==> src/rtl/pulse_gen_pkg.sv <==
// Shared definitions for the pulse burst generator.
// Holds the FSM state encoding and the default counter widths used by
// pulse_burst_gen and its phase counter.
package pulse_gen_pkg;

  localparam int CNT_W_DEF   = 16;
  localparam int BURST_W_DEF = 16;

  localparam logic [1:0] ST_IDLE = 2'd0;
  localparam logic [1:0] ST_HIGH = 2'd1;
  localparam logic [1:0] ST_LOW  = 2'd2;

endpackage

==> src/rtl/pulse_phase_cnt.sv <==
// Loadable down-counter with a terminal-count flag, used to time the
// HIGH and LOW phases of each pulse.
// Ports:
//   clk      - clock
//   srst     - synchronous active-high reset, clears the count
//   load     - load load_val this cycle (has priority over counting)
//   load_val - value to load; the phase then lasts load_val+1 cycles
//   en       - count down while non-zero
//   tc       - high when the count is zero (last cycle of the phase)
module pulse_phase_cnt #(
  parameter int CNT_W = 16
) (
  input  logic             clk,
  input  logic             srst,
  input  logic             load,
  input  logic [CNT_W-1:0] load_val,
  input  logic             en,
  output logic             tc
);

  logic [CNT_W-1:0] count_reg;

  always_ff @(posedge clk) begin
    if (srst) begin
      count_reg <= '0;
    end else if (load) begin
      count_reg <= load_val;
    end else if (en && (count_reg != '0)) begin
      count_reg <= count_reg - CNT_W'(1);
    end
  end

  assign tc = (count_reg == '0);

endmodule

==> src/rtl/pulse_burst_gen.sv <==
// Pulse burst generator: on an accepted start, emits burst_num pulses of
// width high cycles every period cycles (burst_num = 0 runs until stop).
// Ports:
//   sys_clk   - the single clock
//   sys_rst   - synchronous active-high reset
//   start     - one-cycle request to begin a burst (ignored while busy)
//   stop      - one-cycle abort request; wins over start and over done
//   period    - pulse period in cycles, latched on accepted start
//   width     - high time in cycles, latched on accepted start
//   burst_num - pulse count, 0 = continuous, latched on accepted start
//   pulse_out - registered pulse train
//   busy      - high while a burst runs
//   done      - one-cycle strobe after a finite burst completes
//   cfg_err   - one-cycle strobe after a rejected start
module pulse_burst_gen
  import pulse_gen_pkg::*;
#(
  parameter int CNT_W   = CNT_W_DEF,
  parameter int BURST_W = BURST_W_DEF
) (
  input  logic               sys_clk,
  input  logic               sys_rst,
  input  logic               start,
  input  logic               stop,
  input  logic [CNT_W-1:0]   period,
  input  logic [CNT_W-1:0]   width,
  input  logic [BURST_W-1:0] burst_num,
  output logic               pulse_out,
  output logic               busy,
  output logic               done,
  output logic               cfg_err
);

  logic [1:0]         state_reg;
  logic [CNT_W-1:0]   period_reg;
  logic [CNT_W-1:0]   width_reg;
  logic [BURST_W-1:0] burst_num_reg;
  logic [BURST_W-1:0] pulse_cnt_reg;
  logic               pulse_out_reg;
  logic               busy_reg;
  logic               done_reg;
  logic               cfg_err_reg;

  logic               cfg_bad;
  logic               accept;
  logic               more;
  logic               phase_tc;
  logic               phase_load;
  logic [CNT_W-1:0]   phase_val;

  assign cfg_bad = (period < CNT_W'(2)) || (width == '0) || (width >= period);
  assign accept  = (state_reg == ST_IDLE) && start && !stop && !cfg_bad;

  // Another pulse follows when continuous, or when the pulse finishing now
  // is not the last one. One extra bit keeps the +1 from wrapping at the
  // maximum burst count.
  assign more = (burst_num_reg == '0) ||
                (({1'b0, pulse_cnt_reg} + (BURST_W+1)'(1)) < {1'b0, burst_num_reg});

  // Phase reload: width-1 entering HIGH, period-width-1 entering LOW.
  always_comb begin
    phase_load = 1'b0;
    phase_val  = '0;
    if (accept) begin
      phase_load = 1'b1;
      phase_val  = width - CNT_W'(1);
    end else if (!stop && phase_tc && (state_reg == ST_HIGH)) begin
      phase_load = 1'b1;
      phase_val  = period_reg - width_reg - CNT_W'(1);
    end else if (!stop && phase_tc && (state_reg == ST_LOW) && more) begin
      phase_load = 1'b1;
      phase_val  = width_reg - CNT_W'(1);
    end
  end

  pulse_phase_cnt #(
    .CNT_W (CNT_W)
  ) u_phase_cnt (
    .clk      (sys_clk),
    .srst     (sys_rst),
    .load     (phase_load),
    .load_val (phase_val),
    .en       (state_reg != ST_IDLE),
    .tc       (phase_tc)
  );

  always_ff @(posedge sys_clk) begin
    if (sys_rst) begin
      state_reg     <= ST_IDLE;
      period_reg    <= '0;
      width_reg     <= '0;
      burst_num_reg <= '0;
      pulse_cnt_reg <= '0;
      pulse_out_reg <= 1'b0;
      busy_reg      <= 1'b0;
      done_reg      <= 1'b0;
      cfg_err_reg   <= 1'b0;
    end else begin
      done_reg    <= 1'b0;
      cfg_err_reg <= 1'b0;
      case (state_reg)
        ST_IDLE: begin
          if (start && !stop) begin
            if (cfg_bad) begin
              cfg_err_reg <= 1'b1;
            end else begin
              state_reg     <= ST_HIGH;
              period_reg    <= period;
              width_reg     <= width;
              burst_num_reg <= burst_num;
              pulse_cnt_reg <= '0;
              pulse_out_reg <= 1'b1;
              busy_reg      <= 1'b1;
            end
          end
        end
        ST_HIGH: begin
          if (stop) begin
            state_reg     <= ST_IDLE;
            pulse_out_reg <= 1'b0;
            busy_reg      <= 1'b0;
          end else if (phase_tc) begin
            state_reg     <= ST_LOW;
            pulse_out_reg <= 1'b0;
          end
        end
        ST_LOW: begin
          if (stop) begin
            state_reg <= ST_IDLE;
            busy_reg  <= 1'b0;
          end else if (phase_tc) begin
            if (more) begin
              state_reg     <= ST_HIGH;
              pulse_out_reg <= 1'b1;
              // Continuous mode never counts, so it cannot saturate or wrap.
              if (burst_num_reg != '0) begin
                pulse_cnt_reg <= pulse_cnt_reg + BURST_W'(1);
              end
            end else begin
              state_reg <= ST_IDLE;
              busy_reg  <= 1'b0;
              done_reg  <= 1'b1;
            end
          end
        end
        default: begin
          state_reg     <= ST_IDLE;
          pulse_out_reg <= 1'b0;
          busy_reg      <= 1'b0;
        end
      endcase
    end
  end

  assign pulse_out = pulse_out_reg;
  assign busy      = busy_reg;
  assign done      = done_reg;
  assign cfg_err   = cfg_err_reg;

endmodule
==> config.mk <==
export PLATFORM = sky130hd
export DESIGN_NAME = pulse_burst_gen
export DESIGN_NICKNAME = d
export VERILOG_FILES = /design/src/rtl/pulse_gen_pkg.sv /design/src/rtl/pulse_phase_cnt.sv /design/src/rtl/pulse_burst_gen.sv
export SDC_FILE = /design/constraint.sdc
export NUM_CORES = 1
export LEC_CHECK = 0
export CAP_MARGIN = 25
export CORE_ASPECT_RATIO = 1.2
export CORE_UTILIZATION = 47
export CTS_CLUSTER_DIAMETER = 40
export CTS_CLUSTER_SIZE = 24
export DETAILED_ROUTE_END_ITERATION = 12
export PLACE_DENSITY_LB_ADDON = 0.08
export SLEW_MARGIN = 20
export SYNTH_ARGS = -nofsm -noshare
export SYNTH_HDL_FRONTEND = slang
export SYNTH_SLANG_ARGS = --single-unit
==> constraint.sdc <==
create_clock -name sys_clk -period 6.94 [get_ports sys_clk]
set_input_delay 1.388 -clock sys_clk [delete_from_list [all_inputs] [get_ports sys_clk]]
set_output_delay 1.388 -clock sys_clk [all_outputs]
set_load 0.01 [all_outputs]
==> impl_metrics.ini, run 1 <==
[outcome]
status = finished, final reports clean

[power_and_ir_drop]
power_switching_uw = 450
power_density_mw_per_mm2 = 202
total_power_uw = 1430
clockPowerShare_pct = 35.0
seq_power_share_pct = 38.4
power_frac_comb_pct = 26.6
leakage_uw = 0.00274
power.internal_uw = 980
ir_drop_mv = 0.111
switching_share_pct = 31.5

[routing]
wl_per_cell_um = 15.9
wirelength_mm = 16.3
antenna_left = 0
drc = 0
vias = 5796
first_iter_violations = 300
viasPerCell = 5.68
firstDrtPassIters = 5

[place]
place_inst = 1004
hpwl_mm = 12.6
dpl_worst_slack_ns = 1.97
io_buffer_count = 55
gp_congestion = 0.856

[sta]
setup_viol = 0
worst_slew_pin_slew_ns = 0.951
drv_slew = 0
max_freq_mhz = 214
rsz0062_at_grt = no
period_share_pct = 67.2
hold_viol = 0
max-slew-margin-rel_pct = 36.5
skew_ns = 0.00617
fin_setup_tns_ns = 0
min_period_ns = 4.67
fin_ws_ns = 2.27

[worst_setup_path]
start_kind = input pin
crit_type = in2reg
cp-end-kind = flop
arrival_ns = 4.91
cp_max_fo = 42
slowest_stage = and2_2
crit_family = compound AO/OA/AOI/OAI gates
required_ns = 7.19
crit_chain = clkdlybuf4s50_1, inv_1, ha_1, a2111oi_0, o21ai_0, a211oi_1, o21ba_2, and2_2, buf_4, a2111oi_1, a2111oi_2
crit_path_max_incr_delay_ns = 0.70
path_buf_inv = 3

[synth]
syn-num-nets = 923
ys_ff_latch = 86
ys_types = 62
synth_area_mm2 = 0.00616
ys.flop_type = dfxtp_1
yosysTopAreaCell = dfxtp_1
synth_area_leaders = dfxtp_1 28%, ha_1 11%, nand2_1 8.5%
syn_inst = 818
syn-mean-instance-area_um2 = 7.53
synthTopCellsByCount = 140 x nand2_1, 86 x dfxtp_1, 82 x a21oi_1
yosysMostFrequentCell = nand2_1
async_flop_share_pct = 0
yosysWarnings = 0
synth_top_cell_area_share_pct = 27.9
synth_edf_count = 0
seq_area_frac_synth_pct = 27.9

[layout]
drive_above_1_share_pct = 3.97
synthToLayoutAreaGrowth_pct = 15.1
nets = 956
finalNonFillerCells = 1020
diodes = 0

[clock_tree]
clkTransAtPathRegs_ns = 0.06
cts_resized = 0
cts_max_path_buffers = 2
cts_buffers = 9
cts_sinks = 86
ctsRootBufferMaster = clkbuf_16
cts_hold_buf = 0
clkLatencyLatePin_ns = 0.35
cts_tree = done
post-cts-setup-buffers = 0
htreeDepth = 3

[die]
die_w_um = 107
dieArea_mm2 = 0.0136
start_util_pct = 48.4
core.rowCount = 45
io-pin-count = 56
core_area_mm2 = 0.0127
die_y_um = 127

[grt]
antenna_found_initial = 0
grt_util_all_layers_pct = 25.2
grt_pass1_wl_mm = 26.9
grt_start_max_net_pins = 88
grt_overflow = 0
grt_pass1_vias = 5733

[min_path]
min_path_type = reg2reg

[flow_run]
drv_cap = 0
## metrics by stage
stage | area, µm² | util (%) | hold WS [ns]
6_report | 7090 | 55.8 | 0.459
3_3_place_gp | 6780 | 53.3 | 0.452
3_5_place_dp | 6780 | 53.3 | 0.454
4_1_cts | 7090 | 55.8 | 0.463
5_1_grt | 7090 | 55.8 | 0.482
2_1_floorplan | 6160 | - | 0.436
## power groups by stage
stage | clock [µW] | sequential, µW | combinational (µW)
final | 501 | 549 | 380
after global routing | 533 | 553 | 422
after CTS | 510 | 549 | 379
after detailed placement | 0 | 560 | 377
after global placement | 0 | 559 | 369
after floorplan | 0 | 552 | 267
## cell usage in the layout, fill, tap and decap left out, drive strengths merged, types with 22 or more instances in the layout
cell type      count
a21oi             82
nor3              26
ha                52
nor4              22
inv               62
o21ai             27
nand2            140
nor2              54
clkdlybuf4s50     54
xnor2             43
dfxtp             86
## cell type report
type	instances	area [µm²]
fill	1274	5630
multi-input combinational	634	4060
sequential	86	1720
timing repair buffer	58	568
clock buffer	11	253
inverter	62	233
tap	164	205
clock inverter	5	57.6
## worst reg2reg max path: stages, from the launching register on
cell and delay (ns):
dfxtp_1 0.42, and3_1 0.23, and3_1 0.31, nand2_1 0.16, or3_1 0.38, xnor2_1 0.15
ha_1 0.22, a211o_1 0.29, a221oi_2 0.23, o211ai_1 0.21, a221oi_2 0.48, a32oi_1 0.16
nand2b_1 0.57, mux2_1 0.50, nor2_1 0.09
## path summary, 6_finish.rpt
| check | from | end | slack, ns | depth (start not counted) |
|---|---|---|---|---|
| hold reg to reg | width_reg[11] | width_reg[11] | 0.46 | 2 |
| setup reg to reg | pulse_cnt_reg[4] | pulse_cnt_reg[10] | 2.48 | 14 |
| setup / recovery | period[5] | u_phase_cnt.count_reg[11] | 2.27 | 11 |
| hold / removal | width_reg[11] | width_reg[11] | 0.46 | 2 |
## cells by family after synthesis
logic type | count (synthesis) | share of synthesized area (%)
AOI/OAI and AO/OA | 189 | 19.7
xor gates and xnor gates | 61 | 8.67
adders and majority gates | 53 | 10.9
buffers and inverters | 98 | 6.31
DFF | 86 | 27.9
muxes | 11 | 1.81
and+or+nand+nor | 320 | 24.7
## metal layers
metal | vias to the layer above | wire length (µm) | GRT usage (%)
li1 | 2932 | - | -
met5 | - | 0 | 0
met1 | 2694 | 6590 | 27.6
met2 | 132 | 8480 | 46.5
met4 | 0 | 649 | 14.1
met3 | 38 | 536 | 3.27
Note: power is estimated with default switching activity, not from simulation.
==> run 2: changes to the inputs <==
==> constraint.sdc (replaced) <==
create_clock -name sys_clk -period 4.3 [get_ports sys_clk]
set_input_delay 0.86 -clock sys_clk [delete_from_list [all_inputs] [get_ports sys_clk]]
set_output_delay 0.86 -clock sys_clk [all_outputs]
set_load 0.01 [all_outputs]
==> run 2 against run 1 <==
  * Sequential share of layout area shrank 0.37 points
  * Count of clock-buffer cells in the layout is the same
  * Flip-flop and latch count is the same
  * Cell area grew 1.6%
  * Clock skew shrank 0.0014 ns
  * Worst setup slack lost 1.9 ns
  * First-iteration DRC count shrank 14%
  * Worst hold slack gained 0.0027 ns
  * Global-route usage grew 0.28 points
  * Via count grew 0.29%
==> impl_metrics.ini, run 2 (synthesis results as in run 1) <==
[routing]
vias = 5813
antenna_left = 0
first_iter_violations = 258
viasPerCell = 5.64
wirelength_mm = 16.7
firstDrtPassIters = 4
drc = 0
wl_per_cell_um = 16.2

[worst_setup_path]
start_kind = flop
cp-end-kind = flop
reg2reg_depth = 15
arrival_ns = 4.19
path_depth = 15
crit_family = simple AND/OR/NAND/NOR gates
crit_path_max_incr_delay_ns = 0.42
crit_chain = and3_1, and3_1, nand2_1, or3_1, xnor2_1, ha_1, a211o_1, a221oi_2, o211ai_1, a221oi_2, a32oi_1, nand2b_1, buf_4, mux2_1, nor2_1
path_buf_inv = 1
required_ns = 4.59
cp_max_fo = 16
crit_type = reg2reg
slowest_stage = a221oi_2

[clock_tree]
ctsRootBufferMaster = clkbuf_16
cts_sinks = 86
cts_max_path_buffers = 2
cts_tree = done
clkTransAtPathRegs_ns = 0.06
post-cts-setup-buffers = 0
clkLatencyLatePin_ns = 0.35
htreeDepth = 3
cts_buffers = 9
cts_hold_buf = 0
cts_resized = 0

[sta]
drv_slew = 0
period_share_pct = 90.8
skew_ns = 0.00475
min_period_ns = 3.91
worst_slew_pin_slew_ns = 0.896
max-slew-margin-rel_pct = 40.2
fin_setup_tns_ns = 0
setup_viol = 0
rsz0062_at_grt = no
hold_viol = 0
max_freq_mhz = 256

[grt]
antenna_found_initial = 0
grt_start_max_net_pins = 55
grt_overflow = 0
grt_pass1_vias = 5848
grt_pass1_wl_mm = 27.3
grt_util_all_layers_pct = 25.5

[place]
hpwl_mm = 12.8
io_buffer_count = 55
gp_congestion = 0.889
post_dp_cell_area_mm2 = 0.00688

[layout]
synthToLayoutAreaGrowth_pct = 16.9
fin_area_mm2 = 0.00720
final_common_cell = nand2_1
nets = 968
drive_above_1_share_pct = 4.96
fin_util_pct = 56.6
layout_common_cells = 139 x nand2_1, 86 x dfxtp_1, 82 x a21oi_1
diodes = 0

[die]
core.rowCount = 45
dieArea_mm2 = 0.0136
die_y_um = 127
start_util_pct = 48.4
io-pin-count = 56
core_area_mm2 = 0.0127
die_w_um = 107

[power_and_ir_drop]
power_density_mw_per_mm2 = 325
ir_drop_mv = 0.174
leakage_uw = 0.00281

[min_path]
holdPathStages = 2
min_path_type = reg2reg

[flow_run]
drv_cap = 0

[outcome]
status = finished, final reports clean
run 2: cell types whose count changed in the layout (fill, tap and decap cells not counted):
cell,before,now
clkbuf_8,2,0
buf_4,3,13
bufinv_16,1,2
clkbuf_1,0,2
buf_12,0,2
clkinvlp_4,3,1
run 2: area by class of cell:
cell class	instances	area (µm²)
Fill cell	1255	5520
Multi-Input combinational cell	634	4060
Sequential cell	86	1720
Timing Repair Buffer	70	683
Clock buffer	11	233
Inverter	62	233
Tap cell	164	205
Clock inverter	4	72.6
run 2: worst reg2reg max path, cell delays in order, from the launching register on:
cell and delay [ns]:
dfxtp_1 0.39, and3_1 0.23, and3_1 0.28, nand2_1 0.13, or3_1 0.38, xnor2_1 0.15, ha_1 0.21, a211o_1 0.29
a221oi_2 0.23, o211ai_1 0.18, a221oi_2 0.43, a32oi_1 0.15, nand2b_1 0.17, buf_4 0.21, mux2_1 0.33, nor2_1 0.08
run 2: metrics by stage:
stage          hold slack (ns)  cells  power, µW  worst slack [ns]
2_1_floorplan            0.436    818       1320             0.614
5_1_grt                  0.491   1031       2460            0.0969
6_report                 0.461   1031       2340             0.395
3_5_place_dp             0.455   1015       1520             0.347
4_1_cts                  0.463   1030       2350             0.363
3_3_place_gp             0.450   1015       1510             0.463
run 2: report_power, final:
group	internal, µW	leakage [µW]	switching, µW	total [µW]
Sequential	840	0.000699	47.4	888
Clock	505	0.000146	325	831
Combinational	269	0.00197	353	622
Total	1610	0.00281	725	2340
run 2: per-layer routing:
metal / part of all wire, % / track usage (%) / up-vias
li1: - / - / 2956
met1: 42 / 27.7 / 2731
met2: 52 / 48.1 / 99
met3: 2.7 / 2.76 / 27
met4: 3.2 / 13.4 / 0
met5: 0 / 0 / -
run 2: worst paths after layout:
path	slack [ns]	end	from
worst max-delay path	0.39	pulse_cnt_reg[10]	pulse_cnt_reg[0]
worst min-delay path	0.46	period_reg[6]	period_reg[6]
worst max register to register	0.39	pulse_cnt_reg[10]	pulse_cnt_reg[0]
worst min register to register	0.46	period_reg[6]	period_reg[6]
